===== src/rtl/mem_bus_arbiter.sv =====
// mem_bus_arbiter: round-robin arbiter and sequencer that lets NUM_REQ cache
// controllers share one single-port main memory. One transaction is in flight
// at a time: IDLE (arbitrate/latch) -> ISSUE -> CAPTURE -> ACK -> IDLE.
module mem_bus_arbiter #(
    parameter int unsigned NUM_REQ = 2,
    parameter int unsigned ADDR_W  = 9,
    parameter int unsigned DATA_W  = 64
) (
    input  logic                        clk,
    input  logic                        reset,
    input  logic [NUM_REQ-1:0]          req,
    input  logic [NUM_REQ-1:0]          req_we,
    input  logic [NUM_REQ*ADDR_W-1:0]   req_addr,
    input  logic [NUM_REQ*DATA_W-1:0]   req_wdata,
    output logic [NUM_REQ-1:0]          ack,
    output logic [DATA_W-1:0]           resp_rdata,
    output logic [NUM_REQ-1:0]          grant,
    output logic                        busy,
    output logic [ADDR_W-1:0]           mem_addr,
    output logic [DATA_W-1:0]           mem_wdata,
    output logic                        mem_we,
    input  logic [DATA_W-1:0]           mem_rdata
);

    localparam int unsigned ID_W = (NUM_REQ > 1) ? $clog2(NUM_REQ) : 1;
    localparam logic [ID_W:0] NUM_REQ_EXT = (ID_W+1)'(NUM_REQ);
    localparam logic [ID_W-1:0] RR_RESET = ID_W'(NUM_REQ - 1);

    typedef enum logic [1:0] {
        ST_IDLE    = 2'd0,
        ST_ISSUE   = 2'd1,
        ST_CAPTURE = 2'd2,
        ST_ACK     = 2'd3
    } state_t;

    state_t                 r_state;
    state_t                 w_state_nxt;

    logic [ID_W-1:0]        r_rr_ptr;
    logic [NUM_REQ-1:0]     r_ack;
    logic [NUM_REQ-1:0]     r_grant;
    logic                   r_busy;
    logic                   r_mem_we;
    logic [ADDR_W-1:0]      r_mem_addr;
    logic [DATA_W-1:0]      r_mem_wdata;
    logic [DATA_W-1:0]      r_resp_rdata;

    logic                   w_found;
    logic [ID_W-1:0]        w_win_id;
    logic [ADDR_W-1:0]      w_win_addr;
    logic [DATA_W-1:0]      w_win_wdata;
    logic                   w_win_we;
    logic [NUM_REQ-1:0]     w_win_onehot;

    logic                   w_latch;
    logic                   w_capture;
    logic [NUM_REQ-1:0]     w_ack_nxt;
    logic [NUM_REQ-1:0]     w_grant_nxt;
    logic                   w_mem_we_nxt;

    // Round-robin search: first set req bit after r_rr_ptr, wrapping modulo NUM_REQ.
    always_comb begin : arb
        logic [ID_W:0] w_cand;
        w_found  = 1'b0;
        w_win_id = '0;
        w_cand   = '0;
        for (int unsigned k = 1; k <= NUM_REQ; k++) begin
            w_cand = {1'b0, r_rr_ptr} + (ID_W+1)'(k);
            if (w_cand >= NUM_REQ_EXT) begin
                w_cand = w_cand - NUM_REQ_EXT;
            end
            if (!w_found && req[w_cand[ID_W-1:0]]) begin
                w_found  = 1'b1;
                w_win_id = w_cand[ID_W-1:0];
            end
        end
    end

    // Select the winner's payload; non-winning inputs never propagate further.
    always_comb begin
        w_win_addr   = '0;
        w_win_wdata  = '0;
        w_win_we     = 1'b0;
        w_win_onehot = '0;
        for (int unsigned i = 0; i < NUM_REQ; i++) begin
            if (w_win_id == ID_W'(i)) begin
                w_win_addr      = req_addr[i*ADDR_W +: ADDR_W];
                w_win_wdata     = req_wdata[i*DATA_W +: DATA_W];
                w_win_we        = req_we[i];
                w_win_onehot[i] = 1'b1;
            end
        end
    end

    // State register.
    always_ff @(posedge clk or posedge reset) begin
        if (reset) begin
            r_state <= ST_IDLE;
        end else begin
            r_state <= w_state_nxt;
        end
    end

    // Next-state and next-output decode.
    always_comb begin
        w_state_nxt  = r_state;
        w_latch      = 1'b0;
        w_capture    = 1'b0;
        w_ack_nxt    = '0;
        w_grant_nxt  = r_grant;
        w_mem_we_nxt = 1'b0;
        case (r_state)
            ST_IDLE: begin
                if (w_found) begin
                    w_latch      = 1'b1;
                    w_grant_nxt  = w_win_onehot;
                    w_mem_we_nxt = w_win_we;
                    w_state_nxt  = ST_ISSUE;
                end
            end
            ST_ISSUE: begin
                w_state_nxt = ST_CAPTURE;
            end
            ST_CAPTURE: begin
                w_capture   = 1'b1;
                w_ack_nxt   = r_grant;
                w_state_nxt = ST_ACK;
            end
            ST_ACK: begin
                w_grant_nxt = '0;
                w_state_nxt = ST_IDLE;
            end
            default: begin
                w_grant_nxt = '0;
                w_state_nxt = ST_IDLE;
            end
        endcase
    end

    // Registered handshake and memory-control outputs.
    always_ff @(posedge clk or posedge reset) begin
        if (reset) begin
            r_ack    <= '0;
            r_grant  <= '0;
            r_busy   <= 1'b0;
            r_mem_we <= 1'b0;
        end else begin
            r_ack    <= w_ack_nxt;
            r_grant  <= w_grant_nxt;
            r_busy   <= (w_state_nxt != ST_IDLE);
            r_mem_we <= w_mem_we_nxt;
        end
    end

    // Latched winner payload and round-robin pointer; address held until next latch.
    always_ff @(posedge clk or posedge reset) begin
        if (reset) begin
            r_rr_ptr    <= RR_RESET;
            r_mem_addr  <= '0;
            r_mem_wdata <= '0;
        end else if (w_latch) begin
            r_rr_ptr    <= w_win_id;
            r_mem_addr  <= w_win_addr;
            r_mem_wdata <= w_win_wdata;
        end
    end

    // Capture the registered memory read data during CAPTURE; stable through ACK.
    always_ff @(posedge clk or posedge reset) begin
        if (reset) begin
            r_resp_rdata <= '0;
        end else if (w_capture) begin
            r_resp_rdata <= mem_rdata;
        end
    end

    assign ack        = r_ack;
    assign grant      = r_grant;
    assign busy       = r_busy;
    assign mem_we     = r_mem_we;
    assign mem_addr   = r_mem_addr;
    assign mem_wdata  = r_mem_wdata;
    assign resp_rdata = r_resp_rdata;

endmodule


===== config.mk =====
export PLATFORM = sky130hd
export DESIGN_NAME = mem_bus_arbiter
export DESIGN_NICKNAME = d
export VERILOG_FILES = /design/src/rtl/mem_bus_arbiter.sv
export SDC_FILE = /design/constraint.sdc
export NUM_CORES = 1
export LEC_CHECK = 0
export ABC_AREA = 1
export CAP_MARGIN = 30
export CORE_AREA = 2 2 141 143
export CTS_BUF_LIST = sky130_fd_sc_hd__clkbuf_2 sky130_fd_sc_hd__clkbuf_4 sky130_fd_sc_hd__clkbuf_8
export DETAILED_ROUTE_END_ITERATION = 6
export DIE_AREA = 0 0 143 145
export MAX_ROUTING_LAYER = met4
export PLACE_DENSITY_LB_ADDON = 0.08
export SYNTH_ARGS = -nofsm -noshare
export SYNTH_HDL_FRONTEND = slang
export SYNTH_SLANG_ARGS = --single-unit

===== constraint.sdc =====
create_clock -name clk -period 9.2 [get_ports clk]
set_input_delay 1.84 -clock clk [delete_from_list [all_inputs] [get_ports clk]]
set_output_delay 1.84 -clock clk [all_outputs]
set_load 0.01 [all_outputs]

# After elaboration in Yosys (flattened, before gate mapping)
# Cells that the tools add are included.
# op_classes
add_sub_neg	4
order_cmp	4
n_eq_ne	4
mux	25
n_reduce_logical	6
# op_table
cell	count
64-bit two-way mux	1
1-bit two-way mux	18
9-bit two-way mux	1
2-bit case mux with 4 select lines	1
2-bit two-way mux	3
2-bit == test (second input constant)	2
2-bit greater-or-equal comparator (second input constant)	2
1-bit by 2-bit less-than comparator with 1-bit output (second input constant)	2
2-bit case mux with 2 select lines	1
2-bit nonzero test	2
1-bit by 1-bit adder with 2-bit output (second input constant)	1
1-bit by 2-bit adder with 2-bit output (second input constant)	1
2-bit by 1-bit == test with 1-bit output (second input constant)	1
2-bit zero test	1
2-bit != test (second input constant)	1
2-bit AND reduction	1
1-bit subtractor (second input constant)	2
1-bit logical AND	1
1-bit zero test	1
# totals
register_bits	146
input_bits	216
out_inout_bits	143
word_cells	52

# Depth between registers and ports, before layout
# depth
ltp_word	12
ltp_mapped	8
mapped_depth_nobuf	6

# Worst setup path before layout
# Ideal clock, no wire load.
# synth_path
kind	input -> register
start	input port req[1]
end	register r_mem_wdata[58], in the netlist mem_wdata[58]
setup_ns	0.118
t_arrival_ns	2.521
slack_ns	6.562
path_stages	7
path_cell_list	buf_2 > nor2_1 > nor2_1 > buf_4 > buf_6 > nand3_1 > nand2_1
# synth_via
elab_chain_cells	8
# synth_rtl
element	line	source
from (decl)	11	input logic [NUM_REQ-1:0] req,
1-bit two-way mux (not written as such) (2 in a row)	72	if (!w_found && req[w_cand[ID_W-1:0]]) begin
1-bit two-way mux	72	
1-bit zero test	72	
1-bit logical AND	72	
1-bit two-way mux	72	
1-bit two-way mux	114	if (w_found) begin
1-bit two-way mux	112	case (r_state)
to (signal assigned)	164	r_mem_wdata <= w_win_wdata;
to (decl)	45	logic [DATA_W-1:0] r_mem_wdata;
# Parallel ways exist; a longest one is shown, timed or not. The select of a mux whose other input is x is not followed.
# A chain may end at the register's enable or synchronous reset.

# Final worst setup path
# layout_path
start	input port req[0]
end	register r_mem_wdata[1], in the netlist mem_wdata[1]
# The elaborated chain is that of the path after synthesis.

==> reports/qor.yml <==
floorplanning:
  pin_count: 359
  rows: 51
  core_area_um2: 19210
  initial_core_util_pct: 36.23
  die_w_um: 143
  dieArea_um2: 20740
  die_y_um: 145
worst_setup_path:
  path_class: "input pin to register"
  crit_chain: "clkdlybuf4s50_1, nand2_2, buf_4, nand2_2, buf_4, nand2_1, nand3_1, nand2_1"
  cpPeakStageDelay_ns: 0.61
  crit_family: "buffers and inverters"
  start_kind: "input pin"
  critPathRequiredTime_ns: 9.59
  cp_max_fo: 76
  critPathBufInv: 3
  worst_path_max_delay_cell: "buf_4"
  end_kind: "register"
  arrival_ns: 4.35
synthesis:
  yosys.area.top_type: "dfrtp_1"
  postSynthNetCount: 1158
  synth_area_um2: 6959
  syn_avg_cell_area_um2: 7.411
  synthTopCellsByArea: "dfrtp_1 52%, nand2_1 23%, nand3_1 11%"
  synth_cells: 939
  ys_ff_latch: 146
  synth_top_area_share_pct: 52.14
  synthDistinctLibCells: 17
  synth_seq_area_share_pct: 52.52
  ys_warn_count: 0
placement:
  dp_hpwl_um: 15940
  numPortBuffers: 358
  place.gp.congestion: 0.8041
  placed_area_um2: 10660
flow_run:
  max_cap_violations: 0
route:
  ant_nets: 0
  post-route-drc-count: 0
  firstDrtPassIters: 4
  via_per_inst: 4.434
  wl_per_cell_um: 14.80
  drtIter0Drc: 280
  routed_wl_um: 22910
  vias: 6864
sta:
  max_freq_ghz: 0.2519
  worst_slew_pin_slew_ns: 0.9418
  rsz0062_at_grt: "no"
  skew_ns: 0.01243
  fin_crit_ns: 3.969
  setup_tns_ns: 0
  hold_viol_final: 0
  final.period_utilization_pct: 43.14
  setup_viol: 0
  relSlewSlack_pct: 37.21
  finalMaxSlewViolations: 0
clock_network:
  cts_tree: "built"
  cts_resized: 0
  cts_root_buf: "clkbuf_8"
  cts_sinks: 146
  postCtsSetupBuffers: 0
  cts-buffers-inserted: 17
  path_clk_slew_ns: 0.08
  htree_levels: 4
  hold_buffers: 0
  clk_path_buf_depth: 2
  clock_latency_ns: 0.46
global_routing:
  grt_usage_pct: 22.53
  grt_pass1_wl_um: 35310
  antenna_found_initial: 1
  grt_max_degree: 84
  overflow: 0
  grt_pass1_vias: 6521
pwr:
  ir_drop_mv: 0.1281
  power_density_nw_per_um2: 305.1
  leakagePower_uw: 0.005808
layout:
  filler_cell_count: 1850
  drive_gt1_share_pct: 3.900
  final_common_cell: "nand2_1"
  layout_common_cells: "419 x nand2_1, 357 x clkdlybuf4s50_1, 152 x inv_1"
  num-nets-final: 1488
  final_area_um2: 11140
  seq_area_um2: 3655
  multi_input_comb_area_um2: 2437
  area_delta_synth_final_pct: 60.05
min_path:
  hp-class: "register to register"
outcome:
  outcome: "finished, final reports clean"
-- stage by stage --
| stage | utilization [%] | cells | setup WS (ns) | hold WS, ns | power, µW |
|---|---|---|---|---|---|
| after CTS | 57.98 | 1547 | 5.259 | 0.4772 | 3445 |
| final | 57.99 | 1548 | 5.231 | 0.4732 | 3398 |
| after floorplan | - | 939 | 3.439 | 0.4536 | 1917 |
| after global placement | 55.40 | 1514 | 4.797 | 0.4532 | 2806 |
| after global routing | 57.99 | 1548 | 5.007 | 0.4912 | 3648 |
| after detailed placement | 55.51 | 1515 | 4.775 | 0.4570 | 2837 |
-- flip-flops by register name (all words and copies together), names as in the netlist --
signal / flops
mem_wdata: 64
resp_rdata: 64
mem_addr: 9
ack: 2
grant: 2
r_state: 2
busy: 1
mem_we: 1
r_rr_ptr: 1
-- metal layers --
metal	track usage, %	vias to the layer above	part of all wire (%)
met1	26.39	3114	41
met5	-	-	0
met2	36.24	261	47
met3	7.162	36	9.0
met4	8.218	0	2.7
li1	-	3453	-
-- synth_stat cells --
master and n:
o21ai_2 1, buf_2 24, inv_2 1, o21ai_1 1, buf_6 6, a21oi_1 2
nand2_1 421, buf_1 6, dfrtp_1 145, dfstp_2 1, ha_1 3, clkbuf_1 12
nand3_1 151, nor2_1 3, buf_4 7, nand4_1 1, inv_1 154
-- worst register-to-register path: stages (launching register included) --
cell	delay, ns
dfstp_2	0.55
nand2_2	0.05
buf_4	0.34
nand2_2	0.51
buf_4	0.58
nand2_1	0.16
nand3_1	0.10
nand2_1	0.06
-- area by class of cell --
type | count | area share (%)
Antenna cell | 1 | 0.02247
Clock buffer | 18 | 2.224
Clock inverter | 14 | 2.033
Inverter | 155 | 5.268
Multi-Input combinational cell | 583 | 21.88
Sequential cell | 146 | 32.81
Tap cell | 265 | 2.977
Timing Repair Buffer | 366 | 32.78
-- path summary, 6_finish.rpt --
check | slack [ns] | endpoint | start | cells past startpoint
max | 5.23 | mem_wdata[1] | req[0] | 8
min | 0.47 | resp_rdata[35] | resp_rdata[35] | 2
max reg2reg | 6.74 | mem_wdata[1] | r_rr_ptr | 7
min reg2reg | 0.47 | resp_rdata[35] | resp_rdata[35] | 2
max in group asynchronous | 5.95 | resp_rdata[51] | reset | 3
min in group asynchronous | 1.91 | resp_rdata[30] | reset | 2
-- cell families (layout without fill, tap and decap cells) --
family / after synthesis / after routing / share of synthesized area, %
simple gates: 576 / 576 / 33.82
flops: 146 / 146 / 52.52
other cells: 0 / 1 / 0
buf+inv: 210 / 553 / 12.78
fa+ha+maj: 3 / 3 / 0.5394
compound gates: 4 / 4 / 0.3416
-- power breakdown --
group / internal, µW / switching (µW) / leakage [µW]
combinational: 821 / 850 / 0.00379
clock: 334 / 264 / 0.000230
sequential: 963 / 165 / 0.00179
Note: power is estimated with default switching activity, not from simulation.
